## config.mk

```make
export PLATFORM = sky130hd
export DESIGN_NAME = slt_seq
export DESIGN_NICKNAME = d
export VERILOG_FILES = /design/src/rtl/slt_pkg.sv /design/src/rtl/sub_chunk.sv /design/src/rtl/slt_seq.sv
export SDC_FILE = /design/constraint.sdc
export NUM_CORES = 1
export LEC_CHECK = 0
export CELL_PAD_IN_SITES_DETAIL_PLACEMENT = 0
export CELL_PAD_IN_SITES_GLOBAL_PLACEMENT = 1
export CORE_ASPECT_RATIO = 1.1
export CORE_MARGIN = 2
export CORE_UTILIZATION = 38
export CTS_CLUSTER_DIAMETER = 30
export DETAILED_ROUTE_END_ITERATION = 16
export GPL_TIMING_DRIVEN = 0
export PLACE_DENSITY_LB_ADDON = 0.1
export SLEW_MARGIN = 20
export SYNTH_ARGS = -nofsm -noshare
export SYNTH_HDL_FRONTEND = slang
export SYNTH_SLANG_ARGS = --single-unit
```

## constraint.sdc

```tcl
create_clock -name clk -period 8.9 [get_ports clk]
set_input_delay 2.225 -clock clk [delete_from_list [all_inputs] [get_ports clk]]
set_output_delay 2.225 -clock clk [all_outputs]
set_load 0.05 [all_outputs]
```

## src/rtl/slt_pkg.sv

```systemverilog
// Shared constants for the sequential set-less-than block: default sizing and FSM state encoding.
package slt_pkg;

  localparam int unsigned DefWidth = 32;
  localparam int unsigned DefChunk = 8;

  typedef logic [1:0] state_t;

  localparam state_t StIdle = 2'd0;
  localparam state_t StRun  = 2'd1;
  localparam state_t StDone = 2'd2;

endpackage

```

## src/rtl/sub_chunk.sv

```systemverilog
// One CHUNK-bit slice of a ripple subtractor: diff = a - b - borrow_in, plus slice equality.
module sub_chunk #(
  parameter int unsigned CHUNK = 8
) (
  input  logic [CHUNK-1:0] a,
  input  logic [CHUNK-1:0] b,
  input  logic             borrow_in,
  output logic [CHUNK-1:0] diff,
  output logic             borrow_out,
  output logic             slice_eq
);

  logic [CHUNK:0] wide;

  // Extra top bit of the widened subtraction is set exactly when the slice underflows.
  always_comb begin
    wide       = {1'b0, a} - {1'b0, b} - {{CHUNK{1'b0}}, borrow_in};
    diff       = wide[CHUNK-1:0];
    borrow_out = wide[CHUNK];
    slice_eq   = (a == b);
  end

endmodule

```

## src/rtl/slt_seq.sv

```systemverilog
// Sequential a < b comparator: subtracts CHUNK bits per cycle, LSB slice first, and reports
// lt in res[0] plus a == b in eq. Define SLT_SEQ_SIGNED_EN to honour is_signed (two's
// complement compare); without it the compare is always unsigned.
module slt_seq
  import slt_pkg::*;
#(
  parameter int unsigned WIDTH = DefWidth,
  parameter int unsigned CHUNK = DefChunk
) (
  input  logic             clk,
  input  logic             rst_n,
  input  logic             in_valid,
  output logic             in_ready,
  input  logic [WIDTH-1:0] a,
  input  logic [WIDTH-1:0] b,
  input  logic             is_signed,
  output logic             out_valid,
  input  logic             out_ready,
  output logic [WIDTH-1:0] res,
  output logic             eq
);

  localparam int unsigned N    = WIDTH / CHUNK;
  localparam int unsigned CntW = (N > 1) ? $clog2(N) : 1;
  localparam logic [CntW-1:0] LastCnt = CntW'(N - 1);

  state_t            state_q, state_d;
  logic [WIDTH-1:0]  a_q, a_d;
  logic [WIDTH-1:0]  b_q, b_d;
  logic [CntW-1:0]   cnt_q, cnt_d;
  logic              borrow_q, borrow_d;
  logic              eq_acc_q, eq_acc_d;
  logic              lt_q, lt_d;
  logic              eq_q, eq_d;

  logic [WIDTH-1:0]  a_sh, b_sh;
  logic [CHUNK-1:0]  slice_diff_unused;
  logic              borrow_out;
  logic              slice_eq;
  logic              lt_final;

  // Current slice is selected by shifting the held operands down by the chunk index.
  assign a_sh = a_q >> (cnt_q * CHUNK);
  assign b_sh = b_q >> (cnt_q * CHUNK);

  sub_chunk #(
    .CHUNK(CHUNK)
  ) u_sub_chunk (
    .a         (a_sh[CHUNK-1:0]),
    .b         (b_sh[CHUNK-1:0]),
    .borrow_in (borrow_q),
    .diff      (slice_diff_unused),
    .borrow_out(borrow_out),
    .slice_eq  (slice_eq)
  );

`ifdef SLT_SEQ_SIGNED_EN
  logic sgn_q, sgn_d;
  // Differing sign bits decide a signed compare outright; otherwise the borrow does.
  assign lt_final = (sgn_q && (a_q[WIDTH-1] != b_q[WIDTH-1])) ? a_q[WIDTH-1] : borrow_out;
`else
  logic unused_is_signed;
  assign unused_is_signed = is_signed;
  assign lt_final         = borrow_out;
`endif

  // Next-state logic for the IDLE -> RUN -> DONE operation sequence.
  always_comb begin
    state_d  = state_q;
    a_d      = a_q;
    b_d      = b_q;
    cnt_d    = cnt_q;
    borrow_d = borrow_q;
    eq_acc_d = eq_acc_q;
    lt_d     = lt_q;
    eq_d     = eq_q;
`ifdef SLT_SEQ_SIGNED_EN
    sgn_d    = sgn_q;
`endif
    unique case (state_q)
      StIdle: begin
        if (in_valid) begin
          a_d      = a;
          b_d      = b;
          cnt_d    = '0;
          borrow_d = 1'b0;
          eq_acc_d = 1'b1;
`ifdef SLT_SEQ_SIGNED_EN
          sgn_d    = is_signed;
`endif
          state_d  = StRun;
        end
      end
      StRun: begin
        cnt_d    = cnt_q + 1'b1;
        borrow_d = borrow_out;
        eq_acc_d = eq_acc_q & slice_eq;
        if (cnt_q == LastCnt) begin
          cnt_d   = '0;
          lt_d    = lt_final;
          eq_d    = eq_acc_q & slice_eq;
          state_d = StDone;
        end
      end
      StDone: begin
        if (out_ready) begin
          state_d = StIdle;
        end
      end
      default: state_d = StIdle;
    endcase
  end

  // State registers; reset abandons any operation in flight.
  always_ff @(posedge clk or negedge rst_n) begin
    if (!rst_n) begin
      state_q  <= StIdle;
      a_q      <= '0;
      b_q      <= '0;
      cnt_q    <= '0;
      borrow_q <= 1'b0;
      eq_acc_q <= 1'b0;
      lt_q     <= 1'b0;
      eq_q     <= 1'b0;
    end else begin
      state_q  <= state_d;
      a_q      <= a_d;
      b_q      <= b_d;
      cnt_q    <= cnt_d;
      borrow_q <= borrow_d;
      eq_acc_q <= eq_acc_d;
      lt_q     <= lt_d;
      eq_q     <= eq_d;
    end
  end

`ifdef SLT_SEQ_SIGNED_EN
  // Signed-mode flag captured at accept.
  always_ff @(posedge clk or negedge rst_n) begin
    if (!rst_n) begin
      sgn_q <= 1'b0;
    end else begin
      sgn_q <= sgn_d;
    end
  end
`endif

  assign in_ready  = (state_q == StIdle);
  assign out_valid = (state_q == StDone);
  assign res       = {{(WIDTH-1){1'b0}}, lt_q};
  assign eq        = eq_q;

endmodule

```

==> results of run 1 <==
-- Yosys cell counts (3+ instances only) --
master and number:
mux4_1 4, nand2_1 200, inv_1 21, nand3_1 3, buf_1 4, o21ai_1 3, buf_4 32, dfrtp_1 72
ha_1 13, o21ai_0 4, clkbuf_1 13, xor2_1 3, mux4_2 12
-- routing by layer --
metal	wire length (um)	up-vias	part of all wire, %	GRT usage (%)
li1	-	1433	-	-
met1	3762	1313	44	22.62
met2	4182	80	49	28.82
met3	500	12	5.8	3.831
met4	133	0	1.6	6.548
met5	0	-	0	0
-- flip-flops by register name (all words and copies together), names as in the netlist --
register,flops
lt_q,1
eq_acc_q,1
eq,1
b_q,32
a_q,32
cnt_q,2
state_q,2
borrow_q,1
-- where the power goes --
group | switching (W) | total [W] | internal (W)
logic | 0.000501 | 0.000879 | 0.000378
clock network | 0.000123 | 0.000324 | 0.000201
registers | 0.0000765 | 0.000558 | 0.000481
-- final cells by class --
class,instances,area [um2],area share (%)
inverter,21,78.83,1.598
multi-input combinational,289,1600,32.45
clock inverter,5,102.6,2.080
timing repair buffer,72,735.7,14.92
sequential,72,1802,36.53
tap,117,146.4,2.968
clock buffer,11,151.4,3.070
buffer,50,315.3,6.393
-- worst max path at each step --
stage / endpoint / slack, ns
2_1_floorplan: in_ready / 5.59
5_1_grt: in_ready / 4.80
6_report: in_ready / 4.86
3_5_place_dp: b_q[4]$_DFFE_PN0P_ / 4.76
4_1_cts: in_ready / 4.85
3_3_place_gp: a_q[1]$_DFFE_PN0P_ / 3.11
-- per-stage QoR --
stage          instance area (um2)  hold WS, ns  setup WS [ns]  power [W]  util (%)
6_report                      4932       0.4676          4.864   0.001761     52.48
5_1_grt                       4932       0.4825          4.805   0.001922     52.48
4_1_cts                       4932       0.4738          4.849   0.001777     52.48
3_5_place_dp                  4678       0.4548          4.759   0.001448     49.78
3_3_place_gp                  4653       0.4505          3.113   0.001416     49.51
2_1_floorplan                 3796       0.4373          5.587   0.001194         -
-- logic make-up (layout without fill, tap and decap cells) --
group | after synthesis | in the layout | synth area share (%)
compound gates | 13 | 13 | 2.106
xor+xnor | 3 | 3 | 0.7134
fa+ha+maj | 14 | 14 | 4.959
buf+inv | 71 | 159 | 10.70
flops | 72 | 72 | 48.91
mux | 16 | 16 | 10.19
other cells | 1 | 31 | 0.1018
simple gates | 212 | 212 | 22.32
-- worst reg2reg max path: stages (launching register included) --
cell      delay (ns)
dfrtp_1         0.36
clkbuf_1        0.50
clkbuf_1        0.55
mux4_2          0.41
ha_1            0.32
inv_1           0.05
ha_1            0.30
a21oi_1         0.15
nor2_1          0.05
a211oi_1        0.21
o21ai_1         0.12
xor2_1          0.26
o21ai_1         0.09
==> metrics.cfg, run 1 <==
[sta]
period_share_pct = 45.35
drv_slew = 0
rsz0062_at_grt = no
relSlewSlack_pct = 49.01
final-setup-viol-count = 0
hold_viol = 0
period_needed_ns = 4.036
clock_skew_ns = 0.01068
max_clock_freq_ghz = 0.2478
worst_pin_slew_ns = 0.7649
tns_ns = 0

[synthesis]
synth_top_cell_by_area = dfrtp_1
synth-seq-area-share_pct = 48.91
yosys.area.top_type_share_pct = 48.91
synth_edf_count = 0
syn_inst = 402
synth-main-ff-cell = dfrtp_1
synth.top_cells.by_area = dfrtp_1 49%, nand2_1 20%, mux4_2 7.3%
syn_area_um2 = 3684
ys_async_sr_fraction_pct = 100.0
synth_area_per_cell_um2 = 9.163
synth_seq_cells = 72
yosys_warnings = 0
synth_cell_types = 27

[placed_design]
dp_cells = 621
dpl.hpwl_um = 6294
gp_congestion = 0.7722
port_buffers = 71

[detailed_routing]
drc_errors = 0
vias = 2838
firstDrtPassIters = 4
drt-total-wl_um = 8578
wl_per_cell_um = 13.47
ant_nets = 0
via_per_inst = 4.455
drt-initial-drc-count = 100

[setup_path]
path_max_fanout = 4
r2r_cells = 12
path_cells = nor2_1, clkdlybuf4s50_1
cp-startpoint = state_q[0]$_DFFE_PN0P_
r2r_start = cnt_q[1]$_DFFE_PN0P_
cp.depth = 2
required_ns = 6.68
r2r_slack_ns = 5.41
cp_num_buf_inv = 1
crit_family = buffers and inverters
cp.arrival_ns = 1.81
slowest_delay_ns = 0.84
rr_endpoint = lt_q$_DFFE_PN0P_
criticalPathCategory = reg -> out
critPathCaptureType = primary output
critPathLaunchType = flip-flop
crit_slowest_cell = clkdlybuf4s50_1

[cells_and_area]
antenna_cells = 0
num-nets-final = 598
final_cells = 637
drive_gt1_share_pct = 12.50
fill_cells = 908
area_delta_synth_final_pct = 33.90
layout_commonest_cell = nand2_1
final_cell_mix = 200 x nand2_1, 72 x dfrtp_1, 70 x clkdlybuf4s50_1

[global_route]
grt_pass1_vias = 2847
grt.overflow.total = 0
gr-usage-all-layers_pct = 17.45
grt_max_degree = 46
grt_pass1_wl_um = 14050
antenna_found_initial = 0

[clock_network]
cts-resized-gates = 0
clock-root-buffer = clkbuf_8
clk_latency_ns = 0.35
cts_tree = yes
cts.hold.buffers_added = 0
cts_max_level = 3
postCtsSetupBuffers = 0
clock_sinks = 72
path_clk_slew_ns = 0.08
cts_buffers = 9
clockBufferDepth = 2

[floorplanning]
core_area_um2 = 9398
start_util_pct = 39.20
io_pins = 104
die_h_um = 107.3
rows = 37
die_w_um = 97.88
dieArea_um2 = 10500

[pwr]
leakage_nw = 2.551
cellPowerDensity_nw_per_um2 = 357.0
peakVddDrop_mv = 0.1732

[flow_run]
drv_cap = 0

[worst_hold_path]
hp-class = reg -> reg
hp-start = a_q[13]$_DFFE_PN0P_
hold-path-cell-count = 2
min_to = a_q[13]$_DFFE_PN0P_

[status]
status = complete, no violations

Power figures use the tool's default switching activity.
==> run 2: changes to the inputs <==
CORE_UTILIZATION = 32   (was 38)
clock period = 3.6 ns   (was 8.9 ns; I/O delays follow)
==> run 2 against run 1 <==
Global-route usage down 2.2 points. Setup slack worse by 4.5 ns. Register-to-register slack worse by 5.1 ns. Sequential share of layout area down 0.29 points. Non-clock buffer count down 1. Via count down 2.2%. Critical endpoint is now borrow_q$_DFFE_PN0P_. Largest cell class unchanged.
==> metrics.cfg, run 2 (synthesized netlist as in run 1, its figures left out) <==
[setup_path]
critPathCaptureType = flip-flop
path_cells = clkbuf_1, clkbuf_2, mux4_2, ha_1, inv_1, ha_1, a21oi_1, nor2_1, a211oi_1, o21ai_1, xor2_1, o21ai_1
crit_slowest_cell = clkbuf_1
critPathLaunchType = flip-flop
cp.arrival_ns = 3.47  ; +1.66 ns
required_ns = 3.81  ; -2.87 ns
slowest_delay_ns = 0.51  ; -0.33 ns
path_max_fanout = 10  ; +6
criticalPathCategory = reg -> reg

[detailed_routing]
vias = 2776  ; -2.2%
drc_errors = 0  ; unchanged
via_per_inst = 4.162  ; -6.6%
drt-total-wl_um = 8687  ; +1.3%
firstDrtPassIters = 4  ; unchanged
ant_nets = 0  ; unchanged
wl_per_cell_um = 13.02  ; -3.3%
drt-initial-drc-count = 140  ; +40%

[sta]
drv_slew = 0  ; unchanged
rsz0062_at_grt = no
worst_pin_slew_ns = 0.6515  ; -0.1134 ns
hold_viol = 0  ; unchanged
relSlewSlack_pct = 56.56  ; +7.6 points
period_needed_ns = 3.261
hold_ws_ns = 0.4699  ; +0.002353 ns
clock_skew_ns = 0.004319  ; -0.006358 ns
period_share_pct = 90.58
max_clock_freq_ghz = 0.3067
final-setup-viol-count = 0  ; unchanged

[clock_network]
clockBufferDepth = 2  ; unchanged
clock_sinks = 72  ; unchanged
path_clk_slew_ns = 0.06  ; -0.02 ns
cts_max_level = 3  ; unchanged
cts_buffers = 9  ; unchanged
clock-root-buffer = clkbuf_16
clk_latency_ns = 0.33  ; -0.02 ns
cts_tree = yes
postCtsSetupBuffers = 0  ; unchanged
cts-resized-gates = 0  ; unchanged
cts.hold.buffers_added = 0  ; unchanged

[cells_and_area]
final_cell_mix = 200 x nand2_1, 72 x dfrtp_1, 70 x clkdlybuf4s50_1
drive_gt1_share_pct = 11.80  ; -0.70 points
utilization_pct = 43.86  ; -8.6 points
antenna_cells = 0  ; unchanged
num-nets-final = 597  ; -0.17%
multi_input_area_um2 = 1600  ; unchanged
layout_commonest_cell = nand2_1
area_delta_synth_final_pct = 34.99
fin_area_um2 = 4972  ; +0.81%
reg_top3 = a_q (32), b_q (32)
fill_cells = 1140  ; +26%
regArea_um2 = 1802  ; unchanged

[placed_design]
placedInstanceArea_um2 = 4720  ; +0.88%
port_buffers = 71  ; unchanged
dpl.hpwl_um = 6464  ; +2.7%
gp_congestion = 0.7279  ; -5.7%

[worst_hold_path]
hp-class = reg -> reg

[global_route]
grt_pass1_wl_um = 14140  ; +0.64%
antenna_found_initial = 0  ; unchanged
grt_pass1_vias = 2870  ; +0.81%
grt_max_degree = 47  ; +2.2%
grt.overflow.total = 0  ; unchanged
gr-usage-all-layers_pct = 15.26  ; -2.2 points

[floorplanning]
start_util_pct = 32.49  ; -6.7 points
io_pins = 104  ; unchanged
die_h_um = 116.5  ; +8.6%
die_w_um = 106.3  ; +8.6%
rows = 41  ; +11%
dieArea_um2 = 12390  ; +18%
core_area_um2 = 11340  ; +21%

[pwr]
peakVddDrop_mv = 0.3522  ; +100%
leakage_nw = 2.553  ; about the same
cellPowerDensity_nw_per_um2 = 866.3  ; +140%

[flow_run]
drv_cap = 0  ; unchanged

[status]
status = complete, no violations

run 2: worst paths after layout:
path | from | to | slack [ns] | depth (start not counted)
max reg2reg | cnt_q[1]$_DFFE_PN0P_ | borrow_q$_DFFE_PN0P_ | 0.34 | 12
max | cnt_q[1]$_DFFE_PN0P_ | borrow_q$_DFFE_PN0P_ | 0.34 | 12
min | b_q[25]$_DFFE_PN0P_ | b_q[25]$_DFFE_PN0P_ | 0.47 | 2
min reg2reg | b_q[25]$_DFFE_PN0P_ | b_q[25]$_DFFE_PN0P_ | 0.47 | 2
max in group asynchronous | rst_n | a_q[0]$_DFFE_PN0P_ | 2.56 | 2
min in group asynchronous | rst_n | b_q[11]$_DFFE_PN0P_ | 0.49 | 1
run 2: per-stage QoR:
step | TNS (ns) | worst slack (ns) | std cells | power [W]
final | 0 | 0.3390 | 667 | 0.004308
after floorplan | 0 | 0.6178 | 432 | 0.002952
after global routing | 0 | 0.06166 | 667 | 0.004751
after global placement | -68.32 | -0.9540 | 653 | 0.003530
after CTS | 0 | 0.08466 | 668 | 0.004386
after detailed placement | 0 | 0.09967 | 654 | 0.003576
run 2: layout make-up:
class	instances	area share, %
well taps	150	3.775
flip-flops and latches	72	36.24
clock buffers	13	5.033
plain buffers	49	6.291
multi-input cells	289	32.18
repair buffers	72	14.80
clock inverters	1	0.1007
inverters	21	1.585
run 2: worst max-delay path, delay by kind of cell (launching register included):
family | cells | cell delay, ns
compound gates | 4 | 0.53
xor+xnor | 1 | 0.22
fa+ha+maj | 2 | 0.63
buf+inv | 3 | 0.98
flops | 1 | 0.35
mux | 1 | 0.37
simple gates | 1 | 0.05
run 2: metal layers:
layer,vias up,wire length (um),GRT usage [%]
met2,60,4174,25.47
li1,1425,-,-
met4,0,148,6.316
met3,12,367,3.013
met5,-,0,0
met1,1279,3997,19.54
run 2: power breakdown:
group          switching (W)  internal, W  leakage, nW
sequential          0.000181      0.00119        0.896
clock               0.000312     0.000476        0.126
combinational        0.00122     0.000931         1.53
